--- config.mk ---
export PLATFORM = sky130hd
export DESIGN_NAME = state_pwm_tx
export DESIGN_NICKNAME = d
export VERILOG_FILES = /design/src/rtl/state_pwm_pkg.sv /design/src/rtl/state_pwm_tx_pwm_period_cnt.sv /design/src/rtl/state_pwm_tx.sv
export SDC_FILE = /design/constraint.sdc
export NUM_CORES = 1
export LEC_CHECK = 0
export BUFFER_PORTS_ARGS = -buffer_cell sky130_fd_sc_hd__clkbuf_2
export CORE_MARGIN = 8
export CORE_UTILIZATION = 30
export DETAILED_ROUTE_END_ITERATION = 8
export GPL_TIMING_DRIVEN = 0
export MAX_ROUTING_LAYER = met4
export PLACE_DENSITY = 0.45
export SYNTH_ARGS = -nofsm -noshare
export SYNTH_HDL_FRONTEND = slang
export SYNTH_HIERARCHICAL = 1
export SYNTH_SLANG_ARGS = --single-unit
export TNS_END_PERCENT = 30
--- constraint.sdc ---
create_clock -name clk -period 8.07 [get_ports clk]
set_input_delay 1.614 -clock clk [delete_from_list [all_inputs] [get_ports clk]]
set_output_delay 1.614 -clock clk [all_outputs]
set_load 0.02 [all_outputs]
--- src/rtl/state_pwm_pkg.sv ---
// rtl/state_pwm_pkg.sv - shared encodings, counter width and decoder band limits for the state PWM link
package state_pwm_pkg;

   localparam int CNT_W = 10;

   typedef enum logic [1:0] {
      ST_BRAKE = 2'b00,
      ST_SHORT = 2'b01,
      ST_OPEN  = 2'b10,
      ST_DRIVE = 2'b11
   } state_t;

   // Highest high-time (in cycles) the decoder maps to each lower band.
   localparam int BAND_BRAKE_MAX = 307;
   localparam int BAND_SHORT_MAX = 409;
   localparam int BAND_OPEN_MAX  = 512;

   function automatic logic [CNT_W-1:0] state_width(
      input state_t           st,
      input logic [CNT_W-1:0] w_brake,
      input logic [CNT_W-1:0] w_short,
      input logic [CNT_W-1:0] w_open,
      input logic [CNT_W-1:0] w_drive
   );
      logic [CNT_W-1:0] w;
      w = w_brake;
      case (st)
         ST_BRAKE: w = w_brake;
         ST_SHORT: w = w_short;
         ST_OPEN:  w = w_open;
         ST_DRIVE: w = w_drive;
         default:  w = w_brake;
      endcase
      return w;
   endfunction

endpackage

--- src/rtl/state_pwm_tx_pwm_period_cnt.sv ---
// rtl/state_pwm_tx_pwm_period_cnt.sv - wrapping period counter with boundary and period_start generation
module pwm_period_cnt
   import state_pwm_pkg::*;
#(
   parameter int PERIOD = 1024
) (
   input  logic             clk,
   input  logic             reset,
   output logic [CNT_W-1:0] cnt_next,
   output logic             boundary,
   output logic             period_start
);

   localparam logic [CNT_W-1:0] LAST = CNT_W'(PERIOD - 1);

   logic [CNT_W-1:0] cnt;

   // Reset parks the counter on the last count so the first edge after release wraps.
   always_ff @(posedge clk) begin
      if (!reset) begin
         cnt <= LAST;
      end else begin
         cnt <= cnt_next;
      end
   end

   always_comb begin
      boundary     = (cnt == LAST);
      cnt_next     = boundary ? '0 : cnt + 1'b1;
      period_start = (cnt == '0);
   end

endmodule

--- src/rtl/state_pwm_tx.sv ---
// rtl/state_pwm_tx.sv - motor-state PWM encoder; optional watchdog under STATE_PWM_TX_WDOG_EN
module state_pwm_tx
   import state_pwm_pkg::*;
#(
   parameter int PERIOD       = 1024,
   parameter int W_BRAKE      = 154,
   parameter int W_SHORT      = 358,
   parameter int W_OPEN       = 460,
   parameter int W_DRIVE      = 768,
   parameter int WDOG_PERIODS = 8
) (
   input  logic       clk,
   input  logic       reset,
   input  logic [1:0] cmd_state,
   input  logic       cmd_valid,
   output logic       cmd_ready,
   input  logic       enable,
   output logic       pwm,
   output logic       period_start,
   output logic       wdog_trip
);

   localparam logic [CNT_W-1:0] WB = CNT_W'(W_BRAKE);
   localparam logic [CNT_W-1:0] WS = CNT_W'(W_SHORT);
   localparam logic [CNT_W-1:0] WO = CNT_W'(W_OPEN);
   localparam logic [CNT_W-1:0] WD = CNT_W'(W_DRIVE);

   logic [CNT_W-1:0] cnt_next;
   logic [CNT_W-1:0] width_next;
   logic             boundary;
   logic             accept;
   logic             wdog_fire;
   logic             pend_vld;
   state_t           pend_st;
   state_t           act_st;
   state_t           act_st_next;
   logic             act_en;
   logic             act_en_next;
   logic             pwm_next;
   logic             pwm_q;

   pwm_period_cnt #(
      .PERIOD (PERIOD)
   ) u_cnt (
      .clk          (clk),
      .reset        (reset),
      .cnt_next     (cnt_next),
      .boundary     (boundary),
      .period_start (period_start)
   );

   assign cmd_ready = !pend_vld;
   assign accept    = cmd_valid && !pend_vld;
   assign pwm       = pwm_q;

   // pwm is registered, so it is computed from the post-edge counter and active state.
   always_comb begin
      act_st_next = act_st;
      act_en_next = act_en;
      if (boundary) begin
         act_en_next = enable;
         if (pend_vld) begin
            act_st_next = pend_st;
         end
         if (wdog_fire) begin
            act_st_next = ST_BRAKE;
         end
      end
      width_next = state_width(act_st_next, WB, WS, WO, WD);
      pwm_next   = act_en_next && (cnt_next < width_next);
   end

   // A command accepted on the boundary edge only fills pending; it never bypasses into active.
   always_ff @(posedge clk) begin
      if (!reset) begin
         pend_vld <= 1'b0;
         pend_st  <= ST_BRAKE;
         act_st   <= ST_BRAKE;
         act_en   <= 1'b0;
         pwm_q    <= 1'b0;
      end else begin
         act_st <= act_st_next;
         act_en <= act_en_next;
         pwm_q  <= pwm_next;
         if (boundary && pend_vld) begin
            pend_vld <= 1'b0;
         end else if (accept) begin
            pend_vld <= 1'b1;
            pend_st  <= state_t'(cmd_state);
         end
      end
   end

`ifdef STATE_PWM_TX_WDOG_EN
   localparam logic [7:0] WDOG_LIM = 8'(WDOG_PERIODS);

   logic [7:0] wdog_cnt;
   logic       wdog_q;

   // Counter saturates at the limit so the trip fires once per silence interval.
   assign wdog_fire = boundary && !accept && (wdog_cnt != WDOG_LIM) &&
                      (wdog_cnt + 8'd1 == WDOG_LIM);
   assign wdog_trip = wdog_q;

   always_ff @(posedge clk) begin
      if (!reset) begin
         wdog_cnt <= 8'd0;
         wdog_q   <= 1'b0;
      end else if (accept) begin
         wdog_cnt <= 8'd0;
         wdog_q   <= 1'b0;
      end else if (boundary && (wdog_cnt != WDOG_LIM)) begin
         wdog_cnt <= wdog_cnt + 8'd1;
         if (wdog_fire) begin
            wdog_q <= 1'b1;
         end
      end
   end
`else
   assign wdog_fire = 1'b0;
   assign wdog_trip = 1'b0;
`endif

endmodule

# --- Yosys cells after proc, flatten, opt, wreduce, memory -nomap -nowiden ---
# Index checks and enable logic that the tools add are counted.
totals:
  output_inout_bits: 4
  reg_bits: 17
  word_cells: 27
  input_bits: 6
op_classes:
  mux: 5
  bitwise: 2
  eq_ne: 4
  n_lt_le_gt_ge: 1
  addsub: 1
  reduce_logical: 8
ops:
  columns: ["cell", "count"]
  rows:
  - ["10-bit one-hot mux with 4 select lines", 1]
  - ["10-bit by 1-bit adder with 10-bit output (second input constant)", 1]
  - ["10-bit == test (second input constant)", 1]
  - ["10-bit logical NOT", 1]
  - ["10-bit less-than comparator", 1]
  - ["10-bit 2-to-1 mux", 1]
  - ["2-bit == test (second input constant)", 2]
  - ["2-bit 2-to-1 mux", 2]
  - ["1-bit logical AND", 3]
  - ["2-bit by 1-bit == test with 1-bit output (second input constant)", 1]
  - ["2-bit logical NOT", 1]
  - ["1-bit inverter", 2]
  - ["2-bit AND reduction", 1]
  - ["2-bit OR reduction", 1]
  - ["1-bit logical NOT", 1]
  - ["1-bit 2-to-1 mux", 1]

# --- Logic depth before layout (Yosys ltp) ---
# Gate-level depths: netlist of the first run.
depth:
  depth_word: 6
  ltp_mapped: 12
  depth_no_buf: 12

# --- By module ---
# The synthesis of the first run kept the hierarchy.
modules_own_cells:
  columns: ["mod", "seq_area_each_um2", "n_inst", "cells_per_inst", "area_each_um2"]
  rows:
  - ["pwm_period_cnt", 200.2, 1, 66, 556.8]
  - ["state_pwm_tx", 140.1, 1, 53, 503.0]

# --- Least setup slack after synthesis of the first run ---
# No wires, ideal clock.
synth_timing:
  path_type: "register to output"
  from: "register u_cnt.cnt[2]"
  to: "output period_start"
  path_slack_ns: 5.122
  required_ns: 6.456
  t_arrival_ns: 1.334
  path_buffers: 0
  stages_incl_launch_ff: 4
  cell_sequence: "dfxtp_1 nor4_1 nand3b_1 nor4_1"
synth_between:
  elab_chain_len: 1
synth_lines:
  columns: ["element", "line", "rtl"]
  rows:
  - ["from (decl)", "state_pwm_tx_pwm_period_cnt.sv:16", "logic [CNT_W-1:0] cnt;"]
  - ["from (signal assigned)", "state_pwm_tx_pwm_period_cnt.sv:23", "cnt <= cnt_next;"]
  - ["10-bit logical NOT", "state_pwm_tx_pwm_period_cnt.sv:30", "period_start = (cnt == '0);"]
  - ["to (decl)", "state_pwm_tx.sv:19", "output logic period_start,"]
# Every way passes these cells.

# --- Final worst setup path of the first run ---
layout_timing:
  from: "register u_cnt.cnt[0]"
  to: "register pwm_q, in the netlist pwm"
layout_between:
  elab_chain_len: 6
  elab_cells_between_ends: 12
  cone_classes: "1 x add/sub; 1 x order compare; 4 x eq/ne; 4 x mux; 2 x reduce/logical"
layout_lines:
  columns: ["element", "line", "rtl"]
  rows:
  - ["10-bit == test *", "state_pwm_tx_pwm_period_cnt.sv:28", "boundary = (cnt == LAST);"]
  - ["via boundary", "state_pwm_tx.sv:30", "logic boundary;"]
  - ["2-bit 2-to-1 mux", "state_pwm_tx.sv:60", "if (boundary) begin"]
  - ["2-bit == test, or another cell as far along", "state_pwm_pkg.sv:27", "case (st)"]
  - ["10-bit one-hot mux with 4 select lines", "state_pwm_pkg.sv:27", null]
  - ["10-bit less-than comparator", "state_pwm_tx.sv:70", "pwm_next = act_en_next && (cnt_next < width_next);"]
  - ["1-bit logical AND *", "state_pwm_tx.sv:70", null]
  - ["to (signal assigned)", "state_pwm_tx.sv:84", "pwm_q <= pwm_next;"]
  - ["to (decl)", "state_pwm_tx.sv:40", "logic pwm_q;"]
# The timed path passes the listed nets; every way through them passes the cells marked *. The select of a mux whose other input is x is not followed.
# A chain may end at the register's enable or synchronous reset.

==> results of run 1 <==
[report_power, final]
part / internal (uW) / switching [uW] / leakage [uW]
Combinational: 104 / 143 / 0.000400
Clock: 19.2 / 26.3 / 0.0000150
Sequential: 108 / 31.5 / 0.000140
[layout make-up]
class / count / area (sq um)
Inverter: 14 / 52.6
Timing Repair Buffer: 8 / 40.0
Multi-Input combinational cell: 85 / 652
Tap cell: 46 / 57.6
Sequential cell: 17 / 340
Fill cell: 391 / 2180
Clock buffer: 4 / 26.3
Buffer: 2 / 11.3
[per-stage QoR]
| stage | utilization | hold WS, ns | instances | area (sq um) |
|---|---|---|---|---|
| final | 0.351 | 0.504 | 176 | 1180 |
| after global routing | 0.351 | 0.520 | 176 | 1180 |
| after CTS | 0.351 | 0.514 | 176 | 1180 |
| after detailed placement | 0.343 | 0.488 | 172 | 1150 |
| after global placement | 0.343 | 0.479 | 172 | 1150 |
| after floorplan | - | 0.460 | 118 | 1060 |
[sequential cells by signal, summed over array words and instances (netlist names)]
name,flops
act_en,1
pend_st,2
u_cnt/cnt,10
pwm,1
act_st,2
pend_vld,1
[worst max-delay path by stage]
stage	start	endpoint	slack (ns)	depth (start not counted)
after floorplan	u_cnt/cnt[2]	period_start	5.12	3
after global placement	u_cnt/cnt[0]	pwm	4.83	11
after detailed placement	u_cnt/cnt[0]	pwm	4.84	10
after CTS	u_cnt/cnt[0]	pwm	4.80	10
after global routing	u_cnt/cnt[0]	pwm	4.59	10
final	u_cnt/cnt[0]	pwm	4.84	10
[tightest hold or removal path, stage by stage, from the launching register on]
cell	delay, ns
dfxtp_1	0.34
mux2i_1	0.06
nor2_1	0.07
[metal layers]
| metal | part of all wire | routed length (um) |
|---|---|---|
| met1 | 0.50 | 1120 |
| met5 | 0 | 0 |
| met3 | 0.031 | 69 |
| met2 | 0.45 | 996 |
| met4 | 0.015 | 34 |
==> reports/results.txt, run 1 <==
Die X = 75.3 um
Final nets = 150
CTS Buf Count = 3
# port buffers = 8
Reg2Reg Depth = 10
GRT met2 Usage = 0.142
Layout cells sized above 1 = 0.169
Most frequent cells in the layout = 17 x dfxtp_1, 14 x inv_1, 13 x ha_1
Synth warn = 6
CP delay by family, top = adder cells
Hold_sp = pend_st[1]
Status = finished clean
Clk pin slew, worst setup/hold paths = 0.10 ns
Total power = 432 uW
Worst R2R End = pwm
Drt drc = 0
Routed via count = 851
Clock Sinks = 17
Worst vdd ir = 0.109 mV
Synth-to-Final Area Change = 11.7%
First-pass GRT wire length = 3.74 mm
DR vias/cell = 4.84
Gpl congestion = 0.786
Final ANT Viol Nets = 0
Startpoint Class = flip-flop
Critical path cell sequence = ha_1 -> nand2_1 -> nor3_4 -> nand2_1 -> mux2i_1 -> ha_1 -> ha_1 -> a21o_4 -> a2111oi_2 -> o211a_1
Initial antenna violation count = 0
R2R Setup Slk = 4.84 ns
Pre-CTS WS = 4.84 ns
Starting density of the core = 0.314
Worst EP arrival = 3.46 ns
CP peak stage delay = 0.43 ns
# IOs = 10
FP Rows = 21
Clk Latency, worst-skew pair = 0.29 ns
Mapped Area = 1060 sq um
Vias in the first global route = 810
Depth of the CTS H-tree = 1
Worst path required time = 8.30 ns
WHS Path Cells = 2
Antenna diodes = 0
Slew Limit Fails = 0
Setup TNS = 0 ns
CTS hold repair buffers = 0
PwrDens = 366 nW/um^2
Max Fanout on Critical Path = 10
Max Freq = 310 MHz
Height of the die = 75.3 um
Met3 usage = 0.0276
Grt ovf = 0
Core Box Area = 3360 sq um
# setup viols final = 0
Global Route met1 Usage = 0.105
Top cell by count, worst path = ha_1
CTS root buffer = clkbuf_4
Max-cap violations = 0
Critical path class = reg -> reg
Routed WL = 2.22 mm
RSZ-0062 raised after global routing = false
Worst r2r src = u_cnt/cnt[0]
Hold Path Sink = pend_st[1]
Die area = 5670 sq um
GR peak layer = met2
Clk_skew = 0.00617 ns
Iter 0 DRT Violations = 56
Slowest-stage cell, CP = dfxtp_1
Crit path buf inv count = 0
Pin count of the biggest net entering global routing = 11
Commonest non-fill, non-tap cell in the layout = dfxtp_1
Detailed Routing Iterations Pass 1 = 4
Final period util = 0.400
Leakage = 0.000555 uW
Synthesized area per cell = 8.95 sq um
CP Capture Type = flip-flop
Final worst slack = 4.84 ns
Min cycle time layout = 3.23 ns
WL per Instance = 12.6 um
# resized after CTS = 0
Clock tree buffer depth = 2
CTS tree = done
DP Wirelength = 1.81 mm
Syn Inst Count = 118
Syn_nets = 137
Total track usage = 0.0899
Setup repair bufs after CTS = 0
Hold Crit Class = reg -> reg
Hold Violations, Final = 0
Note: power is estimated with default switching activity, not from simulation.
==> inputs of run 2 (changes only) <==
- ABC_AREA: default -> 1
- clock period: 8.07 -> 3.22 ns (I/O delays scaled with it)
==> run 2 against run 1 <==
Against the previous run:
- worst setup slack lost 4.3 ns
- critical path depth increased by 8
- sequential share of layout area is 1.6 points lower
- first-iteration DRC count shrank 25%
- maximum frequency up 21%
- final cell count increased by 26%
- total power rose to 2.9 times the previous value
- combinational power rose to 3.1 times the previous value
- routed wire length down 0.23%
- worst hold slack improved by 0.0011 ns
- non-clock buffer count did not move
- largest cell class unchanged
- largest power group unchanged
==> reports/results.txt, run 2 <==
Status = finished clean
CTS root buffer = clkbuf_8
Commonest non-fill, non-tap cell in the layout = nand2_1
# setup viols final = 0
Crit path buf inv count = 4
Antenna diodes = 0
Worst Setup SP = u_cnt/cnt[0]
Worst R2R End = pwm
Top reg by flops = u_cnt/cnt
Slew Limit Fails = 0
Layout cells sized above 1 = 0.144
Final non-filler cell total = 222
Hold_sp = pend_vld
Final Core Density = 0.347
Syn Inst Count = 162
Clk_skew = 0.00347 ns
# resized after CTS = 0
Worst vdd ir = 0.265 mV
Die area = 5880 sq um
Clk pin slew, worst setup/hold paths = 0.07 ns
Grt ovf = 0
CP peak stage delay = 0.36 ns
Critical path class = reg -> reg
# port buffers = 8
Min cycle time layout = 2.66 ns
Gpl congestion = 0.787
Leakage = 0.000725 uW
First-pass GRT wire length = 4.19 mm
Max-cap violations = 0
Setup repair bufs after CTS = 0
Max Fanout on Critical Path = 5
CTS Buf Count = 3
Routed WL = 2.21 mm
Initial antenna violation count = 0
Starting density of the core = 0.306
DR vias/cell = 4.31
CTS tree = done
WL per Instance = 9.97 um
Synth-to-Final Area Change = 13.3%
Worst path required time = 3.38 ns
Fill cell count = 393
FP Rows = 22
Largest registers = u_cnt/cnt: 10 flops, act_st: 2 flops, pend_st: 2 flops
Final ANT Viol Nets = 0
Iter 0 DRT Violations = 42
Met3 usage = 0.0186
Max Freq = 376 MHz
Startpoint Class = flip-flop
Worst r2r src = u_cnt/cnt[0]
Core Box Area = 3610 sq um
Reg2Reg Depth = 18
Height of the die = 76.7 um
Syn_nets = 181
Clk Latency, worst-skew pair = 0.25 ns
DP Wirelength = 1.82 mm
Setup TNS = 0 ns
Clock Sinks = 17
Setup crit end = pwm
Synth warn = 6
Dpl cells = 218
CTS hold repair buffers = 0
# IOs = 10
PwrDens = 1010 nW/um^2
Die X = 76.7 um
Global Route met1 Usage = 0.106
CP delay by family, top = simple AND/OR/NAND/NOR gates
CP Capture Type = flip-flop
Total track usage = 0.0877
GRT met2 Usage = 0.135
Most frequent cells in the layout = 37 x nand2_1, 31 x inv_1, 24 x nor2_1
Hold Crit Class = reg -> reg
Final nets = 194
Hold Violations, Final = 0
Vias in the first global route = 961
Depth of the CTS H-tree = 1
Slowest-stage cell, CP = dfxtp_1
Critical path cell sequence = ha_1 -> nand2_1 -> inv_1 -> nand2_4 -> nor2_2 -> nand2_2 -> inv_2 -> or2_1 -> o21ai_2 -> inv_1 -> ha_1 -> inv_1 -> ha_1 -> nand2_1 -> nor2_1 -> nand3_1 -> nand2_1 -> nor2_1
Pin count of the biggest net entering global routing = 11
Drt drc = 0
Levels on crit path = 18
Detailed Routing Iterations Pass 1 = 6
Worst EP arrival = 2.82 ns
Max reg flops = 10
R2R Setup Slk = 0.56 ns
Final period util = 0.826
RSZ-0062 raised after global routing = false
Routed via count = 957
GR peak layer = met2
Clock tree buffer depth = 2
Mapped Area = 1100 sq um
Synthesized area per cell = 6.81 sq um
run 2: cell types whose count changed in the layout (fill, tap and decap cells not counted), sizes merged, moves of 2 or more:
cell    previous run  this run
nand3              8        11
inv               14        32
mux2i              5         0
o22a               2         0
nor3               2         0
clkinv             0         2
o211ai             2         0
or3                3         0
nand2              8        40
nor2               8        25
run 2: report_power, final:
group / internal (uW) / total, uW / leakage, uW / switching [uW]
logic: 285 / 757 / 0.000559 / 471
clock network: 85.8 / 162 / 0.0000255 / 76.3
registers: 278 / 338 / 0.000141 / 60.6
total: 649 / 1260 / 0.000725 / 608
run 2: final cells by class:
cell class	count	area (sq um)	share of cell area
Multi-Input combinational cell	110	627	0.502
Sequential cell	17	340	0.272
Inverter	33	125	0.100
Tap cell	48	60.1	0.0480
Clock buffer	3	41.3	0.0330
Timing Repair Buffer	8	40.0	0.0320
Buffer	2	11.3	0.00901
Clock inverter	1	5.00	0.00400
run 2: tightest hold or removal path, delay by kind of cell, from the launching register on:
family | cells | cell delay [ns]
buf+inv | 1 | 0.07
compound gates | 1 | 0.06
flops | 1 | 0.33
run 2: how the worst min path moves through the flow:
| stage | to | slack (ns) | cells past startpoint |
|---|---|---|---|
| 5_1_grt | pend_vld | 0.56 | 2 |
| 3_3_place_gp | pend_vld | 0.49 | 2 |
| 2_1_floorplan | u_cnt/cnt[0] | 0.48 | 3 |
| 3_5_place_dp | pend_vld | 0.49 | 2 |
| 6_report | pend_vld | 0.50 | 2 |
| 4_1_cts | pend_vld | 0.51 | 2 |
run 2: metal layers:
layer | part of all wire | up-vias
met5 | 0 | -
met4 | 0.016 | 0
met3 | 0.028 | 4
met2 | 0.45 | 16
met1 | 0.51 | 419
li1 | - | 518
run 2: per-stage QoR:
step | cell area, sq um | setup slack [ns] | hold slack, ns | total power, uW
floorplan | 1100 | 0.957 | 0.480 | 942
detailed placement | 1200 | 0.559 | 0.493 | 1110
finish | 1250 | 0.559 | 0.505 | 1260
CTS | 1250 | 0.542 | 0.506 | 1280
global placement | 1200 | 0.575 | 0.494 | 1080
global route | 1250 | 0.218 | 0.556 | 1440
==> inputs of run 3 (changes only) <==
- PLACE_DENSITY: 0.45 -> 0.47
- clock period: 3.22 -> 2.3 ns (I/O delays scaled with it)
==> run 3 against run 2 <==
Against the previous run:
- maximum frequency increased by 18%
- critical path depth unchanged
- combinational power increased by 85%
- worst setup slack got worse by 0.52 ns
- final area increased by 16%
- clock skew decreased by 0.00064 ns
- utilization increased by 5.7 points
- worst hold slack got worse by 0.071 ns
- global-route usage decreased by 0.16 points
- die area unchanged
- non-clock buffer count increased by 9
- largest power group unchanged
==> reports/results.txt, run 3 (synthesis results as in run 2) <==
Status = finished clean
CTS Buf Count = 3
Height of the die = 76.7 um
Top reg by flops = u_cnt/cnt
Worst path required time = 2.49 ns
Final Hold Slack = 0.434 ns
WL per Instance = 10.5 um
Depth of the CTS H-tree = 1
PwrDens = 1460 nW/um^2
Initial antenna violation count = 0
CTS root buffer = clkbuf_8
Vias in the first global route = 991
Die X = 76.7 um
Setup TNS = 0 ns
Drt drc = 0
Commonest non-fill, non-tap cell in the layout = nand2_1
Core Box Area = 3610 sq um
Most frequent cells in the layout = 35 x nand2_1, 26 x inv_1, 23 x nor2_1
FP Rows = 22
Layout cells sized above 1 = 0.301
Clock Sinks = 17
Max Freq = 443 MHz
Clk Latency, worst-skew pair = 0.25 ns
Hold Violations, Final = 0
Worst vdd ir = 0.422 mV
# port buffers = 8
Clk pin slew, worst setup/hold paths = 0.07 ns
Die area = 5880 sq um
CP Capture Type = flip-flop
Max Fanout on Critical Path = 4
Critical path class = reg -> reg
Clock tree buffer depth = 2
Routed via count = 1021
Leakage = 0.000775 uW
Clk_skew = 0.00283 ns
Starting density of the core = 0.306
Total track usage = 0.0862
CTS tree = done
# IOs = 10
# setup viols final = 0
Largest registers = u_cnt/cnt: 10 flops, act_st: 2 flops, pend_st: 2 flops
Detailed Routing Iterations Pass 1 = 4
Slew Limit Fails = 0
Synth-to-Final Area Change = 31.7%
Final period util = 0.982
Grt ovf = 0
Antenna diodes = 0
CTS hold repair buffers = 0
Startpoint Class = flip-flop
First-pass GRT wire length = 4.14 mm
Max reg flops = 10
Total power = 2120 uW
DR vias/cell = 4.42
Max-cap violations = 0
Gpl congestion = 0.792
DP Wirelength = 1.77 mm
Routed WL = 2.44 mm
Final nets = 203
RSZ-0062 raised after global routing = true
Min cycle time layout = 2.26 ns
Worst EP arrival = 2.45 ns
Final ANT Viol Nets = 0
Pin count of the biggest net entering global routing = 11
Hold Crit Class = in -> reg
Iter 0 DRT Violations = 49
run 3: cell types whose count changed in the layout (fill, tap and decap cells not counted), moves of 3 or more:
cell     before  now
inv_2         1    5
dfxtp_1      17   12
ha_1         13    6
dfxtp_2       0    3
buf_4         1   10
ha_4          0    7
inv_1        31   26
run 3: cell type report:
cell class | instances | area (sq um)
fillers | 380 | 2150
multi-input cells | 110 | 751
flip-flops and latches | 17 | 352
inverters | 33 | 128
repair buffers | 17 | 108
well taps | 48 | 60.1
clock buffers | 4 | 45.0
plain buffers | 2 | 11.3
run 3: metrics by stage:
step	instances	util	area (sq um)	setup WS (ns)
floorplan	162	-	1100	0.0368
global placement	218	0.334	1200	-0.314
detailed placement	218	0.334	1200	-0.329
CTS	227	0.367	1320	0.00249
global route	231	0.403	1450	-0.0700
finish	231	0.403	1450	0.0405
run 3: where the power goes:
part	switching, uW	internal, uW	total [uW]
Clock	107	123	230
Combinational	795	603	1400
Sequential	94.2	400	494
run 3: timing repair:
item,CTS,global route
gates resized for setup,11,22
cloned,0,0
setup buffers,5,4
setup endpoints to repair,1,1
pin swaps,4,10
endpoints found under the hold margin,0,0
run 3: final timing paths:
kind                              endpoint    startpoint  slack, ns  cells after the start
worst max-delay path                   pwm  u_cnt/cnt[1]       0.04                     18
worst min-delay path            pend_st[0]  cmd_state[0]       0.43                      3
worst max register to register         pwm  u_cnt/cnt[1]       0.04                     18
worst min register to register    pend_vld      pend_vld       0.53                      2
run 3: routing by layer:
layer | GRT usage | part of all wire
met5 | - | 0
met4 | 0.0346 | 0.0082
met3 | 0.0186 | 0.021
met2 | 0.144 | 0.48
met1 | 0.0979 | 0.49
run 3: worst max-delay path, cell delays in order (launching register included):
cell	delay (ns)
dfxtp_4	0.36
ha_4	0.17
nand2_4	0.08
inv_4	0.04
nand2_4	0.06
nor2_4	0.05
nand2_4	0.08
inv_2	0.04
or2_1	0.23
o21ai_2	0.11
inv_2	0.12
ha_4	0.17
inv_2	0.06
ha_4	0.21
a21oi_2	0.13
nand2_1	0.07
nor2_1	0.08
nand2_1	0.05
nor2_1	0.08
